**src/rtl/nn_pkg.sv**
```systemverilog
// rtl/nn_pkg.sv - shared widths, constants and stream FSM states for the nn front end
package nn_pkg;

  localparam int DATA_WIDTH_DEFAULT = 32;

  // Sideband value meaning "no result": the flag bit (MSB) is low.
  localparam logic [DATA_WIDTH_DEFAULT:0] RESULT_NONE = '0;

  typedef enum logic [1:0] {
    ST_IDLE   = 2'd0,
    ST_STREAM = 2'd1,
    ST_GAP    = 2'd2
  } stream_state_t;

endpackage

```
**src/rtl/input_stream_cell_pingpong_bank.sv**
```systemverilog
// rtl/input_stream_cell_pingpong_bank.sv - two-bank register file with per-bank full flags
module pingpong_bank #(
  parameter int DW    = 32,
  parameter int DEPTH = 4,
  parameter int AW    = 2
) (
  input  logic          clk,
  input  logic          reset_n,
  input  logic          i_wr_en,
  input  logic          i_wr_bank,
  input  logic [AW-1:0] i_wr_addr,
  input  logic [DW-1:0] i_wr_data,
  input  logic          i_set_full,
  input  logic          i_clr_en,
  input  logic          i_clr_bank,
  input  logic          i_rd_bank,
  input  logic [AW-1:0] i_rd_addr,
  output logic [DW-1:0] o_rd_data,
  output logic [1:0]    o_full
);

  logic [DW-1:0] r_mem [2][DEPTH];
  logic [1:0]    r_full;
  logic [1:0]    w_full_nxt;

  // Word storage; cleared on reset so no stale vector survives
  always_ff @(posedge clk or negedge reset_n) begin
    if (!reset_n) begin
      for (int b = 0; b < 2; b++) begin
        for (int a = 0; a < DEPTH; a++) begin
          r_mem[b][a] <= '0;
        end
      end
    end else if (i_wr_en) begin
      r_mem[i_wr_bank][i_wr_addr] <= i_wr_data;
    end
  end

  // Full-flag update: a clear on one bank and a set on the other both land
  always_comb begin
    w_full_nxt = r_full;
    if (i_clr_en) begin
      w_full_nxt[i_clr_bank] = 1'b0;
    end
    if (i_wr_en && i_set_full) begin
      w_full_nxt[i_wr_bank] = 1'b1;
    end
  end

  // Full-flag register
  always_ff @(posedge clk or negedge reset_n) begin
    if (!reset_n) begin
      r_full <= 2'b00;
    end else begin
      r_full <= w_full_nxt;
    end
  end

  assign o_rd_data = r_mem[i_rd_bank][i_rd_addr];
  assign o_full    = r_full;

endmodule

```
**src/rtl/input_stream_cell.sv**
```systemverilog
// rtl/input_stream_cell.sv - ping-pong input buffer streaming index/value/enable vectors
module input_stream_cell
  import nn_pkg::*;
#(
  parameter int DATA_WIDTH    = DATA_WIDTH_DEFAULT,
  parameter int WEIGHT_AMOUNT = 4,
  parameter int MIN_GAP       = 1
) (
  input  logic                  clk,
  input  logic                  reset_n,
  input  logic                  in_valid,
  output logic                  in_ready,
  input  logic [DATA_WIDTH-1:0] in_data,
  output logic [DATA_WIDTH-1:0] output_index,
  output logic [DATA_WIDTH-1:0] output_value,
  output logic [DATA_WIDTH:0]   output_result,
  output logic                  output_enable,
  output logic [15:0]           vector_count
);

  localparam int               PTR_W    = (WEIGHT_AMOUNT > 1) ? $clog2(WEIGHT_AMOUNT) : 1;
  localparam logic [PTR_W-1:0] LAST_PTR = PTR_W'(WEIGHT_AMOUNT - 1);
  localparam logic [3:0]       GAP_LEN  = 4'(MIN_GAP);

  logic                  r_load_bank;
  logic [PTR_W-1:0]      r_load_ptr;
  logic                  r_stream_bank;
  logic [PTR_W-1:0]      r_elem_ptr;
  stream_state_t         r_state;
  logic [3:0]            r_gap_cnt;
  logic                  r_out_en;
  logic [DATA_WIDTH-1:0] r_out_idx;
  logic [DATA_WIDTH-1:0] r_out_val;
  logic [15:0]           r_vec_cnt;

  logic [1:0]            w_full;
  logic                  w_xfer;
  logic                  w_last_load;
  logic [DATA_WIDTH-1:0] w_rd_data;
  stream_state_t         w_next_state;
  logic                  w_emit;
  logic                  w_emit_bank;
  logic [PTR_W-1:0]      w_emit_ptr;
  logic                  w_end;
  logic                  w_en_d;
  logic [DATA_WIDTH-1:0] w_idx_d;
  logic [DATA_WIDTH-1:0] w_val_d;

  assign in_ready    = ~w_full[r_load_bank];
  assign w_xfer      = in_valid & in_ready;
  assign w_last_load = w_xfer && (r_load_ptr == LAST_PTR);

  pingpong_bank #(
    .DW    (DATA_WIDTH),
    .DEPTH (WEIGHT_AMOUNT),
    .AW    (PTR_W)
  ) u_bank (
    .clk        (clk),
    .reset_n    (reset_n),
    .i_wr_en    (w_xfer),
    .i_wr_bank  (r_load_bank),
    .i_wr_addr  (r_load_ptr),
    .i_wr_data  (in_data),
    .i_set_full (w_last_load),
    .i_clr_en   (w_end),
    .i_clr_bank (r_stream_bank),
    .i_rd_bank  (w_emit_bank),
    .i_rd_addr  (w_emit_ptr),
    .o_rd_data  (w_rd_data),
    .o_full     (w_full)
  );

  // Load pointer and bank advance on each accepted word; bank flips after the last one
  always_ff @(posedge clk or negedge reset_n) begin
    if (!reset_n) begin
      r_load_ptr  <= '0;
      r_load_bank <= 1'b0;
    end else if (w_xfer) begin
      if (w_last_load) begin
        r_load_ptr  <= '0;
        r_load_bank <= ~r_load_bank;
      end else begin
        r_load_ptr  <= r_load_ptr + 1'b1;
      end
    end
  end

  // Stream FSM state register
  always_ff @(posedge clk or negedge reset_n) begin
    if (!reset_n) begin
      r_state <= ST_IDLE;
    end else begin
      r_state <= w_next_state;
    end
  end

  // Next state, plus which element (if any) gets registered onto the outputs this edge
  always_comb begin
    w_next_state = r_state;
    w_emit       = 1'b0;
    w_emit_bank  = r_stream_bank;
    w_emit_ptr   = '0;
    w_end        = 1'b0;
    case (r_state)
      ST_IDLE: begin
        if (w_full[r_stream_bank]) begin
          w_next_state = ST_STREAM;
          w_emit       = 1'b1;
        end
      end
      ST_STREAM: begin
        if (r_elem_ptr == LAST_PTR) begin
          // Last element has been on the outputs for a cycle: release the bank
          w_end = 1'b1;
          if (MIN_GAP > 0) begin
            w_next_state = ST_GAP;
          end else if (w_full[~r_stream_bank]) begin
            w_next_state = ST_STREAM;
            w_emit       = 1'b1;
            w_emit_bank  = ~r_stream_bank;
          end else begin
            w_next_state = ST_IDLE;
          end
        end else begin
          w_emit     = 1'b1;
          w_emit_ptr = r_elem_ptr + 1'b1;
        end
      end
      ST_GAP: begin
        if (r_gap_cnt == GAP_LEN) begin
          if (w_full[r_stream_bank]) begin
            w_next_state = ST_STREAM;
            w_emit       = 1'b1;
          end else begin
            w_next_state = ST_IDLE;
          end
        end
      end
      default: w_next_state = ST_IDLE;
    endcase
  end

  // Output register next values: zeros whenever nothing is emitted
  always_comb begin
    w_en_d  = w_emit;
    w_idx_d = '0;
    w_val_d = '0;
    if (w_emit) begin
      w_idx_d = DATA_WIDTH'(w_emit_ptr);
      w_val_d = w_rd_data;
    end
  end

  // Stream bookkeeping: element pointer, stream bank, gap counter, completed vectors
  always_ff @(posedge clk or negedge reset_n) begin
    if (!reset_n) begin
      r_elem_ptr    <= '0;
      r_stream_bank <= 1'b0;
      r_gap_cnt     <= '0;
      r_vec_cnt     <= '0;
    end else begin
      if (w_emit) begin
        r_elem_ptr <= w_emit_ptr;
      end
      if (w_end) begin
        r_stream_bank <= ~r_stream_bank;
        r_vec_cnt     <= r_vec_cnt + 16'd1;
      end
      if (w_end) begin
        r_gap_cnt <= 4'd1;
      end else if (r_state == ST_GAP && w_next_state == ST_GAP) begin
        r_gap_cnt <= r_gap_cnt + 4'd1;
      end else begin
        r_gap_cnt <= '0;
      end
    end
  end

  // Registered stream outputs
  always_ff @(posedge clk or negedge reset_n) begin
    if (!reset_n) begin
      r_out_en  <= 1'b0;
      r_out_idx <= '0;
      r_out_val <= '0;
    end else begin
      r_out_en  <= w_en_d;
      r_out_idx <= w_idx_d;
      r_out_val <= w_val_d;
    end
  end

  assign output_enable = r_out_en;
  assign output_index  = r_out_idx;
  assign output_value  = r_out_val;
  assign output_result = (DATA_WIDTH + 1)'(RESULT_NONE);
  assign vector_count  = r_vec_cnt;

endmodule

```
**config.mk**
```make
export PLATFORM = sky130hd
export DESIGN_NAME = input_stream_cell
export DESIGN_NICKNAME = d
export VERILOG_FILES = /design/src/rtl/nn_pkg.sv /design/src/rtl/input_stream_cell_pingpong_bank.sv /design/src/rtl/input_stream_cell.sv
export SDC_FILE = /design/constraint.sdc
export NUM_CORES = 1
export LEC_CHECK = 0
export CAP_MARGIN = 5
export CORE_ASPECT_RATIO = 2
export CORE_UTILIZATION = 36
export DETAILED_ROUTE_END_ITERATION = 10
export DONT_BUFFER_PORTS = 1
export PLACE_DENSITY = 0.54
export SYNTH_ARGS = -nofsm -noshare
export SYNTH_HDL_FRONTEND = slang
export SYNTH_SLANG_ARGS = --single-unit
```
**constraint.sdc**
```tcl
create_clock -name clk -period 2.7 [get_ports clk]
set_input_delay 0.135 -clock clk [delete_from_list [all_inputs] [get_ports clk]]
set_output_delay 0.135 -clock clk [all_outputs]
set_load 0.1 [all_outputs]
```
==> summary.md <==
| Metric | Value |
|---|---|
| Status | `finished, violations left` |
| Failing checks | `hold timing` |
| CTS clock-pin slew for the worst setup and hold paths | `0.07 ns` |
| Routed length per instance | `20.7 µm` |
| Fill count | `3610` |
| Post-route cell area | `0.0161 mm²` |
| Final RePlAce weighted congestion | `0.690` |
| CTS tree | `yes` |
| Clock root buffer | `clkbuf_16` |
| Multi-input logic area | `0.00564 mm²` |
| Worst-margin pin slew | `0.975 ns` |
| Unique cell type count in the Yosys netlist | `36` |
| Period utilisation layout | `0.833` |
| FF+latch count, synth | `321` |
| CP Depth | `6` |
| Share of layout cells above drive strength 1 | `0.371` |
| CP delay by family, top | `buffers and inverters` |
| Core box area | `0.0388 mm²` |
| Setup Fix Bufs, Post-CTS | `0` |
| Slew Limit Fails | `0` |
| DR vias/cell | `4.98` |
| Vias in the first global route | `8355` |
| CTS Buf Count | `29` |
| Post-CTS sizing | `0` |
| CP dominant cell by count | `buf_12` |
| Yosys top cell by area | `dfrtp_1` |
| WS Path Type | `reg -> reg` |
| Total track usage | `0.165` |
| Cell count after placement | `1460` |
| Pre-antenna DRT Iters | `4` |
| Max Root-Sink Buffers | `3` |
| Clock Skew | `0.0186 ns` |
| HPWL Detailed | `18700 µm` |
| Final setup vio count | `0` |
| Clk sinks | `321` |
| Synth warn | `0` |
| Largest cells by area after synthesis | `dfrtp_1, mux2_2, mux4_2` |
| Nets@finish | `1047` |
| Via Count | `7710` |
| Mean Syn Cell Area | `14.8 µm²` |
| Clk_lat worst skew | `0.56 ns` |
| Worst R2R Path Depth | `6` |
| Fraction of registers with async set/reset | `1.00` |
| Source of the critical timing path | `r_elem_ptr[0]` |
| RSZ-0062 raised after global routing | `no` |
| Fin cells | `1547` |
| Post-synth top flop | `dfrtp_1` |
| Post-synthesis cell area | `0.0142 mm²` |
| Crit path max-delay cell type | `dfrtp_1` |
| Post-synthesis sequential area ratio | `0.566` |
| Grt total ovfl | `0` |
| Mapped Cells | `956` |
| Port bufs | `0` |
| Relative slew slack | `0.350` |
| Initial Utilization | `0.366` |
| WP buf/inv | `2` |
| Worst min path class | `in -> async` |
| Worst r2r src | `r_elem_ptr[0]` |
| Startpoint Class | `register` |
| Top cells by count, synth | `dfrtp_1, mux2_2, buf_4` |
| Achievable Freq | `445 MHz` |
| Ports | `150` |
| Worst setup EP type | `register` |
| Width of the die | `142 µm` |
| Pre-CTS setup slack | `0.466 ns` |
| Power density cells | `1280 mW/mm²` |
| Max cap viols | `0` |
| TNS Setup | `0 ns` |
| Fin worst setup slack | `0.452 ns` |
| Antenna violations before repair | `2` |
| Number of synthesized flops with an enable pin | `0` |
| Die footprint | `0.0403 mm²` |
| Crit path cell chain | `ha_1 > nor4b_4 > buf_12 > buf_12 > mux4_2 > a21o_1` |
| Req. time, crit path | `3.14 ns` |
| Std cell rows | `102` |
| Hold Fails Final Rpt | `321` |
| Min Tclk post-route | `2.25 ns` |
| Routed Antenna Nets | `0` |
| First-pass GRT wire length | `50300 µm` |
| Yosys top cell area share | `0.566` |
| Syn-to-layout area delta | `13.1%` |
| Worst vdd ir | `0.508 mV` |
| Reg area | `0.00803 mm²` |
| Hold slack | `-0.729 ns` |
| Largest net degree at the start of global routing | `322` |
| Crit Path Max Fanout | `27` |
| CTS H-tree lvls | `1` |
| CP arrival | `2.69 ns` |
| DRC | `0` |
| DP Area | `0.0148 mm²` |
| Final WL | `32000 µm` |
| Die Y | `283 µm` |
| Initial DRC Count | `315` |
| Critical path's largest stage delay | `0.43 ns` |
| Pleak | `7.18 nW` |
| Hold-fix buffers, CTS | `33` |
| Most frequent cell after synthesis | `dfrtp_1` |
==> metal layers <==
metal  up-vias  wire length [µm]  share of wire  GRT usage
met2       171             17500           0.55      0.310
li1       3430                 -              -          -
met4         0               516          0.016     0.0449
met1      4082             12800           0.40      0.193
met3        27              1230          0.038     0.0251
met5         -                 0              0          0
==> cell families after synthesis <==
logic type,share of synthesized area
AOI/OAI and AO/OA,0.0352
xor gates and xnor gates,0.0111
adders and majority gates,0.00705
buffers and inverters,0.0556
DFF,0.566
muxes,0.301
other,0.000264
and+or+nand+nor,0.0238
==> path summary, 6_finish.rpt <==
| kind | to | slack, ns |
|---|---|---|
| worst max-delay path | output_value[14] | 0.45 |
| min in group clk | u_bank.o_full[1] | 0.06 |
| worst max register to register | output_value[14] | 0.45 |
| worst min register to register | vector_count[15] | 0.48 |
| max in group asynchronous | u_bank.r_mem[154] | 2.69 |
| worst min-delay path | u_bank.r_mem[232] | -0.73 |
==> report_power, final <==
| part | leakage [nW] | internal, mW | total [mW] | switching, mW |
|---|---|---|---|---|
| registers | 3.98 | 6.98 | 9.32 | 2.35 |
| logic | 2.77 | 3.78 | 7.13 | 3.35 |
| clock network | 0.440 | 2.25 | 4.08 | 1.83 |
| total | 7.18 | 13.0 | 20.5 | 7.52 |
==> registers in the layout, summed over array words and instances, names as in the netlist <==
name,count
output_index,2
u_bank.o_full,2
r_gap_cnt,4
r_load_bank,1
output_enable,1
u_bank.r_mem,256
r_state,2
r_stream_bank,1
output_value,32
vector_count,16
r_elem_ptr,2
r_load_ptr,2
==> metrics by stage <==
stage / util / total power, mW
6_report: 0.414 / 20.5
5_1_grt: 0.414 / 21.7
4_1_cts: 0.414 / 20.9
3_5_place_dp: 0.382 / 16.6
3_3_place_gp: 0.382 / 16.4
2_1_floorplan: - / 14.8
==> cell usage in the layout, fill, tap and decap left out, drive strengths merged, types with 3 or more instances in the layout <==
cell,n
nand2,16
o22ai,32
a21o,35
nor2,8
nor3,4
mux2,257
nand3,7
mux4,32
ha,8
mux2i,66
nand4,4
buf,38
conb,63
inv,8
clkbuf,46
dfrtp,321
xor2,6
dlygate4sd3,33
xnor2,12
and2,5
o21ai,3
==> cell type report <==
type | count | area share
antenna | 2 | 0.000312
clock buffer | 46 | 0.0529
clock inverter | 6 | 0.00397
inverter | 7 | 0.00164
multi-input combinational | 574 | 0.351
sequential | 321 | 0.500
tap | 520 | 0.0405
timing repair buffer | 71 | 0.0492
No activity file was read; power rests on OpenSTA's default activity.
